==> config.mk <==
export PLATFORM = sky130hd
export DESIGN_NAME = nibble_ram_writer
export DESIGN_NICKNAME = d
export VERILOG_FILES = /design/src/rtl/nibble_ram_writer.sv
export SDC_FILE = /design/constraint.sdc
export NUM_CORES = 1
export LEC_CHECK = 0
export BUFFER_PORTS_ARGS = -buffer_cell sky130_fd_sc_hd__buf_4
export CAP_MARGIN = 10
export CORE_MARGIN = 10
export CORE_UTILIZATION = 45
export DETAILED_ROUTE_END_ITERATION = 16
export GPL_TIMING_DRIVEN = 0
export PLACE_DENSITY = 0.63
export SLEW_MARGIN = 5
export SYNTH_ARGS = -nofsm -noshare
export SYNTH_HDL_FRONTEND = slang
export SYNTH_SLANG_ARGS = --single-unit
==> constraint.sdc <==
create_clock -name i_clk -period 1.8 [get_ports i_clk]
set_input_delay 0.18 -clock i_clk [delete_from_list [all_inputs] [get_ports i_clk]]
set_output_delay 0.18 -clock i_clk [all_outputs]
set_load 0.005 [all_outputs]
==> src/rtl/nibble_ram_writer.sv <==
// nibble_ram_writer
//   Writable 16x4 nibble store filled by a burst controller. A start command
//   captures a base address and a word count; words then arrive over a
//   valid/ready stream and land at consecutive addresses (wrapping). A
//   separate registered read port mirrors the lookup-ROM read interface
//   (one-cycle latency, zero output when not enabled).
//
// Ports
//   i_clk        clock, all logic on the rising edge
//   i_rst        synchronous active-high reset
//   i_start      begin a burst (only honoured in IDLE)
//   i_base_addr  first write address, captured with i_start
//   i_count      burst length, captured with i_start; 0 = no writes, >16 = 16
//   i_wr_valid   write word available
//   i_wr_data    write word
//   o_wr_ready   block accepts a word this cycle
//   o_busy       high while not IDLE
//   o_done       one-cycle pulse at burst end
//   i_en         read enable
//   i_addr       read address
//   o_data       registered read data
//
// state | meaning
// ------+-----------------------------------------------------------
// IDLE  | waiting for i_start, stream not ready
// WRITE | accepting words, one per valid cycle, until count exhausted
// DONE  | single-cycle end-of-burst pulse, returns to IDLE

module nibble_ram_writer #(
   parameter int DATA_W = 4,
   parameter int ADDR_W = 4
) (
   input  logic              i_clk,
   input  logic              i_rst,
   input  logic              i_start,
   input  logic [ADDR_W-1:0] i_base_addr,
   input  logic [ADDR_W:0]   i_count,
   input  logic              i_wr_valid,
   input  logic [DATA_W-1:0] i_wr_data,
   output logic              o_wr_ready,
   output logic              o_busy,
   output logic              o_done,
   input  logic              i_en,
   input  logic [ADDR_W-1:0] i_addr,
   output logic [DATA_W-1:0] o_data
);

   localparam int            DEPTH     = 1 << ADDR_W;
   localparam logic [ADDR_W:0] MAX_COUNT = (ADDR_W + 1)'(DEPTH);
   localparam logic [ADDR_W:0] ONE_LEFT  = (ADDR_W + 1)'(1);

   typedef enum logic [1:0] {
      ST_IDLE  = 2'd0,
      ST_WRITE = 2'd1,
      ST_DONE  = 2'd2
   } state_t;

   state_t              r_state;
   state_t              w_state_next;
   logic [ADDR_W-1:0]   r_ptr;
   logic [ADDR_W:0]     r_remaining;
   logic [DATA_W-1:0]   r_mem [DEPTH];
   logic [DATA_W-1:0]   r_data;
   logic [ADDR_W:0]     w_count_clamped;
   logic                w_accept_start;
   logic                w_xfer;

   assign w_count_clamped = (i_count > MAX_COUNT) ? MAX_COUNT : i_count;
   assign w_accept_start  = (r_state == ST_IDLE) && i_start;
   assign w_xfer          = (r_state == ST_WRITE) && i_wr_valid;

   always_ff @(posedge i_clk) begin
      if (i_rst) begin
         r_state <= ST_IDLE;
      end else begin
         r_state <= w_state_next;
      end
   end

   always_comb begin
      w_state_next = r_state;
      o_wr_ready   = 1'b0;
      o_busy       = 1'b0;
      o_done       = 1'b0;
      case (r_state)
         ST_IDLE: begin
            if (i_start) begin
               w_state_next = (w_count_clamped == '0) ? ST_DONE : ST_WRITE;
            end
         end
         ST_WRITE: begin
            o_wr_ready = 1'b1;
            o_busy     = 1'b1;
            if (i_wr_valid && (r_remaining == ONE_LEFT)) begin
               w_state_next = ST_DONE;
            end
         end
         ST_DONE: begin
            o_done       = 1'b1;
            o_busy       = 1'b1;
            w_state_next = ST_IDLE;
         end
         default: begin
            w_state_next = ST_IDLE;
         end
      endcase
   end

   always_ff @(posedge i_clk) begin
      if (i_rst) begin
         r_ptr       <= '0;
         r_remaining <= '0;
      end else if (w_accept_start) begin
         r_ptr       <= i_base_addr;
         r_remaining <= w_count_clamped;
      end else if (w_xfer) begin
         r_ptr       <= r_ptr + 1'b1;
         r_remaining <= r_remaining - 1'b1;
      end
   end

   always_ff @(posedge i_clk) begin
      if (i_rst) begin
         for (int i = 0; i < DEPTH; i++) begin
            r_mem[i] <= '0;
         end
      end else if (w_xfer) begin
         r_mem[r_ptr] <= i_wr_data;
      end
   end

   // Read samples the array before this edge's write lands, so a same-address
   // collision returns the old word.
   always_ff @(posedge i_clk) begin
      if (i_rst) begin
         r_data <= '0;
      end else if (i_en) begin
         r_data <= r_mem[i_addr];
      end else begin
         r_data <= '0;
      end
   end

   assign o_data = r_data;

endmodule

==> out/qor.yml, run 1 <==
floorplan:
  num_io_pins: 29
  rows: 33
  die-height_um: 113
  core_um2: 8260
  start_util: 0.466
  die-area_um2: 12700
  die_width_um: 113
critical_path:
  cp.arrival_ns: 1.83
  path_buf_inv: 1
  crit_slowest_cell: "dfxtp_1"
  crit_required_ns: 1.90
  crit_fanout: 6
  critPathLaunchType: "register"
  ff2ff_setup_slack_ns: 0.07
  critPathTopFamily: "simple AND/OR/NAND/NOR gates"
  path_class: "reg -> reg"
  cp-end-kind: "register"
  crit_path_max_incr_delay_ns: 0.35
  cp_cell_sequence: "inv_2, ha_4, and3b_2, nand2_2, nor2_4, or2_2"
global_route:
  overflow: 0
  grt_start_max_net_pins: 14
  grtUsageTotal: 0.129
  grt_pass1_vias: 2423
  grt_pass1_wl_um: 12900
  antenna_found_initial: 0
pwr:
  seqPwrFrac: 0.506
  p_int_w: 0.00325
  ir_drop_mv: 0.395
  p_leak_nw: 1.72
  swShare: 0.229
  switchingPower_w: 0.000965
  p_per_area_nw_per_um2: 920
  p_comb_frac: 0.117
  clkPwrFrac: 0.377
placement:
  portBuffers: 25
  dp.cells: 431
  gp_congestion: 0.758
  pre_cts_ws_ns: -0.185
  dpl.hpwl_um: 5740
sta:
  worst_slew_pin_slew_ns: 0.650
  fin_hold_ws_ns: 0.100
  rsz0062_at_grt: "yes"
  drv_slew: 0
  max_slew_margin: 0.567
  fin_crit_sh: 0.960
  clock.fmax_mhz: 579
  hold_viol: 0
  setup_viol: 0
  fin_crit_ns: 1.73
  finClkSkew_ns: 0.00790
  worst_slack_ns: 0.0727
detailed_routing:
  wl_per_cell_um: 17.9
  drt.antenna.violating_nets: 0
  via_count: 2385
  drt-initial-drc-count: 105
  finalWirelength_um: 8020
  via_per_inst: 5.32
  dr.pass1.iters: 4
  drc_errors: 0
layout:
  drive_gt1_frac: 0.318
  syn2layout_area_growth_pct: 18.9
  num_antenna_cells: 0
  instances_no_fill: 448
  fillCellCount: 726
  final_cell_mix: "64 x and2_1, 64 x edfxtp_1, 29 x buf_4"
  nNetsFinal: 369
clock_network:
  cts.clk_slew.worst_paths_ns: 0.08
  cts_sinks: 79
  tritoncts: "done"
  cts_buffer_depth: 2
  insertion_delay_ns: 0.35
  htree_levels: 3
  cts_buffers: 9
  root_buffer: "clkbuf_8"
  hold_buffers: 0
synth:
  yosys.area_share.simple: 0.204
  synthAdderAreaFrac: 0.0292
  yosys.area.top_type_share: 0.499
  avgSynthCellArea_um2: 12.8
  ys_types: 39
  synth_edf_count: 64
  synth_top_family_by_area: "simple AND/OR/NAND/NOR gates"
  yosysWarningCount: 0
  synth_flop_cell: "edfxtp_1"
  yosysTopAreaCell: "edfxtp_1"
  syn_area_um2: 3850
  async_reset_ff_frac: 0
  synth_mux_area_frac: 0.0988
  syn_nets: 332
  ys_seq_area_frac: 0.577
  ys_top_cells_by_area: "edfxtp_1 50%, and2_1 10%, mux4_2 9.4%"
  yosys.area_share.xor_xnor: 0.0114
  synth-seq-cells: 79
  synth_compound_area_frac: 0.0507
  netlist_instances: 301
flow_run:
  drv_cap: 0
status:
  status: "completed"
hold_path:
  min_path_type: "in -> reg"
state kept, by name (all words and copies together), names as in the netlist:
| name | cells |
|---|---|
| r_mem | 64 |
| r_remaining | 5 |
| o_data | 4 |
| r_ptr | 4 |
| r_state | 2 |
area by class of cell:
| cell class | instances | area [um2] | area share |
|---|---|---|---|
| sequential | 79 | 2230 | 0.486 |
| multi-input combinational | 198 | 1660 | 0.363 |
| timing repair buffer | 28 | 210 | 0.0459 |
| clock buffer | 12 | 145 | 0.0317 |
| tap | 105 | 131 | 0.0287 |
| clock inverter | 4 | 95.1 | 0.0208 |
| buffer | 13 | 72.6 | 0.0159 |
| inverter | 9 | 33.8 | 0.00738 |
per-stage QoR:
step,util,TNS [ns],total power (W),cell area (um2)
global placement,0.505,-4.10,0.00261,4170
global route,0.554,-0.204,0.00438,4580
detailed placement,0.505,-5.03,0.00262,4170
CTS,0.542,-0.363,0.00420,4480
finish,0.554,0,0.00421,4580
floorplan,-,0,0.00245,3850
routing by layer:
layer,global-route usage,up-vias,part of all wire
met5,0,-,0
met3,0.0325,12,0.050
li1,-,1162,-
met4,0.0474,0,0.013
met1,0.170,1161,0.47
met2,0.202,50,0.46
worst register-to-register path: cells and delay by family, from the launching register on:
family | cells | cell delay, ns
flops | 1 | 0.35
fa+ha+maj | 1 | 0.18
simple gates | 4 | 0.88
buf+inv | 1 | 0.06
what timing repair did:
action	in CTS	in global routing
gates cloned	0	0
setup endpoints to repair	67	68
gates resized for setup	20	23
buffers inserted	0	3
pin swaps	0	5
worst paths after layout:
path / from / endpoint / depth (start not counted)
min: i_count[3] / r_remaining[3]$_SDFFE_PP0P_ / 3
min reg2reg: r_state[0]$_SDFFE_PP0P_ / r_state[0]$_SDFFE_PP0P_ / 2
max: r_state[1]$_SDFFE_PP0P_ / r_mem[10][2]$_SDFFCE_PN0P_ / 6
max reg2reg: r_state[1]$_SDFFE_PP0P_ / r_mem[10][2]$_SDFFCE_PN0P_ / 6
synth_stat cells, types with 5 or more instances:
cell	number
and2_1	64
edfxtp_1	64
nor2_1	22
mux4_2	16
or2_2	16
dfxtp_1	15
nand2_1	15
clkbuf_1	12
ha_1	9
inv_1	9
a22oi_1	6
a211oi_1	5
a21oi_1	5
nor3_1	5
power by group through the flow:
stage | Combinational [W] | Clock [W] | Sequential, W
finish | 0.000491 | 0.00159 | 0.00213
global route | 0.000544 | 0.00169 | 0.00215
CTS | 0.000483 | 0.00161 | 0.00211
detailed placement | 0.000472 | 0 | 0.00215
global placement | 0.000464 | 0 | 0.00214
floorplan | 0.000317 | 0 | 0.00213
cell families after synthesis:
family | Yosys count
flops | 79
compound gates | 28
xor+xnor | 5
simple gates | 138
mux | 18
buf+inv | 24
fa+ha+maj | 9
(Power assumes the default switching activity.)
==> run 2, diff against run 1 <==
--- a/config.mk
+++ b/config.mk
@@ -12,6 +12,7 @@
 export DETAILED_ROUTE_END_ITERATION = 16
 export GPL_TIMING_DRIVEN = 0
 export PLACE_DENSITY = 0.63
+export SETUP_SLACK_MARGIN = 0.5
 export SLEW_MARGIN = 5
 export SYNTH_ARGS = -nofsm -noshare
 export SYNTH_HDL_FRONTEND = slang
==> out/qor.yml, run 2 (same netlist as run 1, synthesis figures left out) <==
placement:
  gp_congestion: 0.752
  portBuffers: 25
  pre_cts_ws_ns: -0.0302
  dp.cells: 431
  dpl.hpwl_um: 6000
critical_path:
  reg2reg_depth: 8
  crit_required_ns: 2.05
  r2r-end: "r_remaining[4]$_SDFFE_PP0P_"
  cp-end-kind: "register"
  ff2ff_setup_slack_ns: 0.12
  critPathLaunchType: "register"
  path_class: "reg -> reg"
  crit-reg2reg-launch: "r_state[1]$_SDFFE_PP0P_"
  crit_fanout: 3
  cp.arrival_ns: 1.93
floorplan:
  num_io_pins: 29
  core_um2: 8260
  start_util: 0.466
  die_width_um: 113
  die-area_um2: 12700
  rows: 33
  die-height_um: 113
detailed_routing:
  drt.antenna.violating_nets: 0
  via_count: 2491
  drt-initial-drc-count: 80
  finalWirelength_um: 8620
  wl_per_cell_um: 18.1
  wl_met1_um: 3940
  via_per_inst: 5.23
  dr.pass1.iters: 4
  drc_errors: 0
  met3WireLength_um: 335
  highest_layer: "met4"
  wl_met2_um: 4250
global_route:
  grt_start_max_net_pins: 13
  grt_pass1_vias: 2606
  overflow: 0
  grtUsageTotal: 0.140
  grt_pass1_wl_um: 14000
  antenna_found_initial: 0
clock_network:
  root_buffer: "clkbuf_8"
  htree_levels: 3
  cts_sinks: 79
  tritoncts: "done"
  insertion_delay_ns: 0.35
  cts_buffers: 9
  hold_buffers: 0
  cts_buffer_depth: 2
  cts.clk_slew.worst_paths_ns: 0.08
layout:
  nNetsFinal: 397
  final_common_cell: "edfxtp_1"
  instances_no_fill: 476
  largest_reg_flops: 64
  largestRegisters: "r_mem x64, r_remaining x5"
  num_antenna_cells: 0
  drive_gt1_frac: 0.518
  largest-register: "r_mem"
  final_cell_mix: "64 x edfxtp_1, 35 x buf_4, 33 x and2_4"
  syn2layout_area_growth_pct: 34.0
sta:
  finClkSkew_ns: 0.0103
  hold_viol: 0
  drv_slew: 0
  finalSetupTns_ns: 0
  worst_slack_ns: 0.121
  rsz0062_at_grt: "yes"
  clock.fmax_mhz: 595
  fin_hold_ws_ns: 0.0988
  fin_crit_sh: 0.933
  setup_viol: 0
  max_slew_margin: 0.529
  worst_slew_pin_slew_ns: 0.706
  fin_crit_ns: 1.68
hold_path:
  hp-start: "i_count[1]"
  min_path_cells: 3
  min_to: "r_remaining[1]$_SDFFE_PP0P_"
  min_path_type: "in -> reg"
pwr:
  p_per_area_nw_per_um2: 798
  power_w: 0.00412
  ir_drop_mv: 0.378
  p_leak_nw: 1.96
flow_run:
  drv_cap: 0
status:
  status: "completed"
[run 2: cell count changes in the layout (fill, tap and decap cells not counted), moves of 3 or more]
cell,before,now
nor2_4,8,12
nand2_1,11,6
a22oi_2,0,3
or2_4,2,16
and2_1,64,32
buf_4,29,35
nor2_2,4,0
buf_12,0,5
nand2_8,0,3
and2_4,1,33
or2_2,14,0
a22oi_1,6,3
buf_6,1,16
[run 2: area by class of cell]
| cell class | count | area, um2 |
|---|---|---|
| inverters | 9 | 33.8 |
| plain buffers | 15 | 106 |
| multi-input cells | 198 | 1970 |
| fillers | 648 | 3100 |
| flip-flops and latches | 79 | 2230 |
| clock inverters | 5 | 48.8 |
| clock buffers | 11 | 131 |
| repair buffers | 54 | 512 |
| well taps | 105 | 131 |
[run 2: worst max-delay path, cell delays in order, from the launching register on]
cell	delay, ns
dfxtp_2	0.33
inv_2	0.08
ha_4	0.14
buf_6	0.09
and2_4	0.13
buf_8	0.10
nand2_4	0.05
or4_1	0.39
a311oi_1	0.26
[run 2: timing repair]
action | in CTS | in global routing
gates cloned | 0 | 0
pin swaps | 37 | 24
endpoints found under the setup margin | 144 | 145
gates resized for setup | 46 | 59
buffers inserted | 13 | 16
[run 2: worst max-delay path by stage]
stage                                  from                          end  cells past startpoint
floorplan           r_state[1]$_SDFFE_PP0P_  r_remaining[4]$_SDFFE_PP0P_                      7
global placement                      i_rst    r_mem[8][1]$_SDFFCE_PN0P_                      4
detailed placement                    i_rst    r_mem[5][1]$_SDFFCE_PN0P_                      4
CTS                 r_state[1]$_SDFFE_PP0P_    r_mem[3][1]$_SDFFCE_PN0P_                      7
global route        r_state[1]$_SDFFE_PP0P_  r_remaining[4]$_SDFFE_PP0P_                      8
finish              r_state[1]$_SDFFE_PP0P_  r_remaining[4]$_SDFFE_PP0P_                      8
[run 2: layer usage]
metal	vias up	track usage
li1	1213	-
met1	1218	0.182
met2	50	0.226
met3	10	0.0330
met4	0	0.0431
met5	-	0
[run 2: through the flow]
step / util / area, um2
3_3_place_gp: 0.524 / 4330
4_1_cts: 0.583 / 4820
2_1_floorplan: - / 4010
3_5_place_dp: 0.524 / 4330
6_report: 0.625 / 5160
5_1_grt: 0.625 / 5160
[run 2: power breakdown]
| group | switching, W | internal [W] | leakage [nW] |
|---|---|---|---|
| combinational | 0.000365 | 0.000378 | 1.08 |
| clock | 0.000627 | 0.000631 | 0.0945 |
| sequential | 0.0000574 | 0.00206 | 0.786 |
| total | 0.00105 | 0.00307 | 1.96 |
==> run 3, diff against run 2 <==
--- a/config.mk
+++ b/config.mk
@@ -8,10 +8,10 @@
 export BUFFER_PORTS_ARGS = -buffer_cell sky130_fd_sc_hd__buf_4
 export CAP_MARGIN = 10
 export CORE_MARGIN = 10
-export CORE_UTILIZATION = 45
+export CORE_UTILIZATION = 39
 export DETAILED_ROUTE_END_ITERATION = 16
 export GPL_TIMING_DRIVEN = 0
-export PLACE_DENSITY = 0.63
+export PLACE_DENSITY = 0.56
 export SETUP_SLACK_MARGIN = 0.5
 export SLEW_MARGIN = 5
 export SYNTH_ARGS = -nofsm -noshare
==> out/qor.yml, run 3 (same netlist as run 1, synthesis figures left out) <==
pwr:
  switchingPower_w: 0.00107
  seqPwrFrac: 0.513
  clkPwrFrac: 0.310
  p_leak_nw: 1.98
  p_int_w: 0.00306
  ir_drop_mv: 0.459
  p_per_area_nw_per_um2: 793
  swShare: 0.259
  p_comb_frac: 0.177
status:
  status: "completed"
sta:
  drv_slew: 0
  finalSetupTns_ns: 0
  rsz0062_at_grt: "yes"
  max_slew_margin: 0.557
  finClkSkew_ns: 0.00884
  hold_viol: 0
  fin_crit_sh: 0.921
  clock.fmax_mhz: 603
  setup_viol: 0
  worst_slew_pin_slew_ns: 0.665
  fin_crit_ns: 1.66
layout:
  drive_gt1_frac: 0.537
  largest_reg_flops: 64
  final_common_cell: "edfxtp_1"
  syn2layout_area_growth_pct: 35.3
  largestRegisters: "r_mem x64, r_remaining x5"
  final_cell_mix: "64 x edfxtp_1, 33 x and2_4, 32 x and2_1"
  num_antenna_cells: 0
  final_cell_area_um2: 5210
  largest-register: "r_mem"
  nNetsFinal: 395
clock_network:
  cts_sinks: 79
  hold_buffers: 0
  cts_buffers: 9
  htree_levels: 3
  root_buffer: "clkbuf_8"
  cts_buffer_depth: 2
  insertion_delay_ns: 0.35
  tritoncts: "done"
  cts.clk_slew.worst_paths_ns: 0.08
hold_path:
  min_to: "r_remaining[1]$_SDFFE_PP0P_"
  hp-start: "i_count[1]"
  min_path_type: "in -> reg"
  min_path_cells: 3
placement:
  dpl.hpwl_um: 6160
  placed_area_um2: 4360
  gp_congestion: 0.777
  portBuffers: 25
floorplan:
  rows: 36
  num_io_pins: 29
  die-height_um: 119
  core_um2: 9680
  die-area_um2: 14200
  die_width_um: 119
  start_util: 0.398
critical_path:
  cp.arrival_ns: 1.73
  path_class: "reg -> reg"
  r2r-end: "r_mem[5][3]$_SDFFCE_PN0P_"
  reg2reg_depth: 7
  cp-end-kind: "register"
  crit-reg2reg-launch: "r_state[1]$_SDFFE_PP0P_"
  crit_required_ns: 1.87
  critPathLaunchType: "register"
  crit_fanout: 4
  ff2ff_setup_slack_ns: 0.14
detailed_routing:
  drc_errors: 0
  via_count: 2481
  drt.antenna.violating_nets: 0
  finalWirelength_um: 8890
  dr.pass1.iters: 4
  via_per_inst: 4.94
  drt-initial-drc-count: 133
  wl_per_cell_um: 17.7
flow_run:
  drv_cap: 0
global_route:
  grt_pass1_wl_um: 13900
  grt_pass1_vias: 2637
  antenna_found_initial: 0
  grtUsageTotal: 0.124
  grt_start_max_net_pins: 14
  overflow: 0
[run 3: cell types whose count changed in the layout (fill, tap and decap cells not counted), sizes merged]
cell,previous run,this run
clkinvlp,0,2
buf,59,55
[run 3: repair_timing]
item                                   4_1_cts  5_1_grt
resized for setup                           48       62
endpoints found under the hold margin        0        0
setup endpoints to repair                  143      144
gates cloned                                 0        1
pin swaps                                   25       24
setup buffers                               16       10
[run 3: per-layer routing]
layer / vias to the layer above / routed length, um / track usage
li1: 1205 / - / -
met1: 1205 / 3850 / 0.150
met2: 58 / 4380 / 0.210
met3: 13 / 501 / 0.0350
met4: 0 / 159 / 0.0385
met5: - / 0 / 0
[run 3: worst max path at each step]
| stage | slack (ns) | cells after the start | start | end |
|---|---|---|---|---|
| global route | 0.06 | 7 | r_state[1]$_SDFFE_PP0P_ | r_mem[5][2]$_SDFFCE_PN0P_ |
| CTS | 0.12 | 6 | r_state[1]$_SDFFE_PP0P_ | r_mem[14][0]$_SDFFCE_PN0P_ |
| floorplan | 0.28 | 7 | r_state[1]$_SDFFE_PP0P_ | r_remaining[4]$_SDFFE_PP0P_ |
| detailed placement | -0.09 | 4 | i_rst | r_mem[4][1]$_SDFFCE_PN0P_ |
| global placement | -0.08 | 4 | i_rst | r_mem[4][1]$_SDFFCE_PN0P_ |
| finish | 0.14 | 7 | r_state[1]$_SDFFE_PP0P_ | r_mem[5][3]$_SDFFCE_PN0P_ |
[run 3: cell type report]
type	instances	area [um2]
Inverter	9	33.8
Tap cell	133	166
Fill cell	814	4480
Multi-Input combinational cell	198	1960
Sequential cell	79	2230
Buffer	15	106
Clock buffer	9	124
Timing Repair Buffer	52	520
Clock inverter	7	63.8
[run 3: power by group through the flow]
stage / Clock (W) / Combinational (W) / Sequential (W)
final: 0.00128 / 0.000731 / 0.00212
after detailed placement: 0 / 0.000529 / 0.00215
after global routing: 0.00137 / 0.000793 / 0.00213
after floorplan: 0 / 0.000370 / 0.00213
after CTS: 0.00131 / 0.000605 / 0.00211
after global placement: 0 / 0.000522 / 0.00215
[run 3: metrics by stage]
step / utilization / instances / power, W / setup WS [ns] / hold WS (ns)
2_1_floorplan: - / 301 / 0.00250 / 0.278 / 0.330
3_5_place_dp: 0.451 / 459 / 0.00268 / -0.0939 / 0.466
5_1_grt: 0.538 / 502 / 0.00429 / 0.0584 / 0.0938
4_1_cts: 0.503 / 491 / 0.00402 / 0.124 / 0.0867
6_report: 0.538 / 502 / 0.00413 / 0.143 / 0.113
3_3_place_gp: 0.451 / 459 / 0.00267 / -0.0829 / 0.472
[run 3: worst max-delay path, stage by stage (launching register included)]
cell,delay (ns)
dfxtp_2,0.33
inv_2,0.07
ha_4,0.14
and3b_2,0.31
nand2_4,0.12
buf_12,0.15
nor2_4,0.11
or2_4,0.16
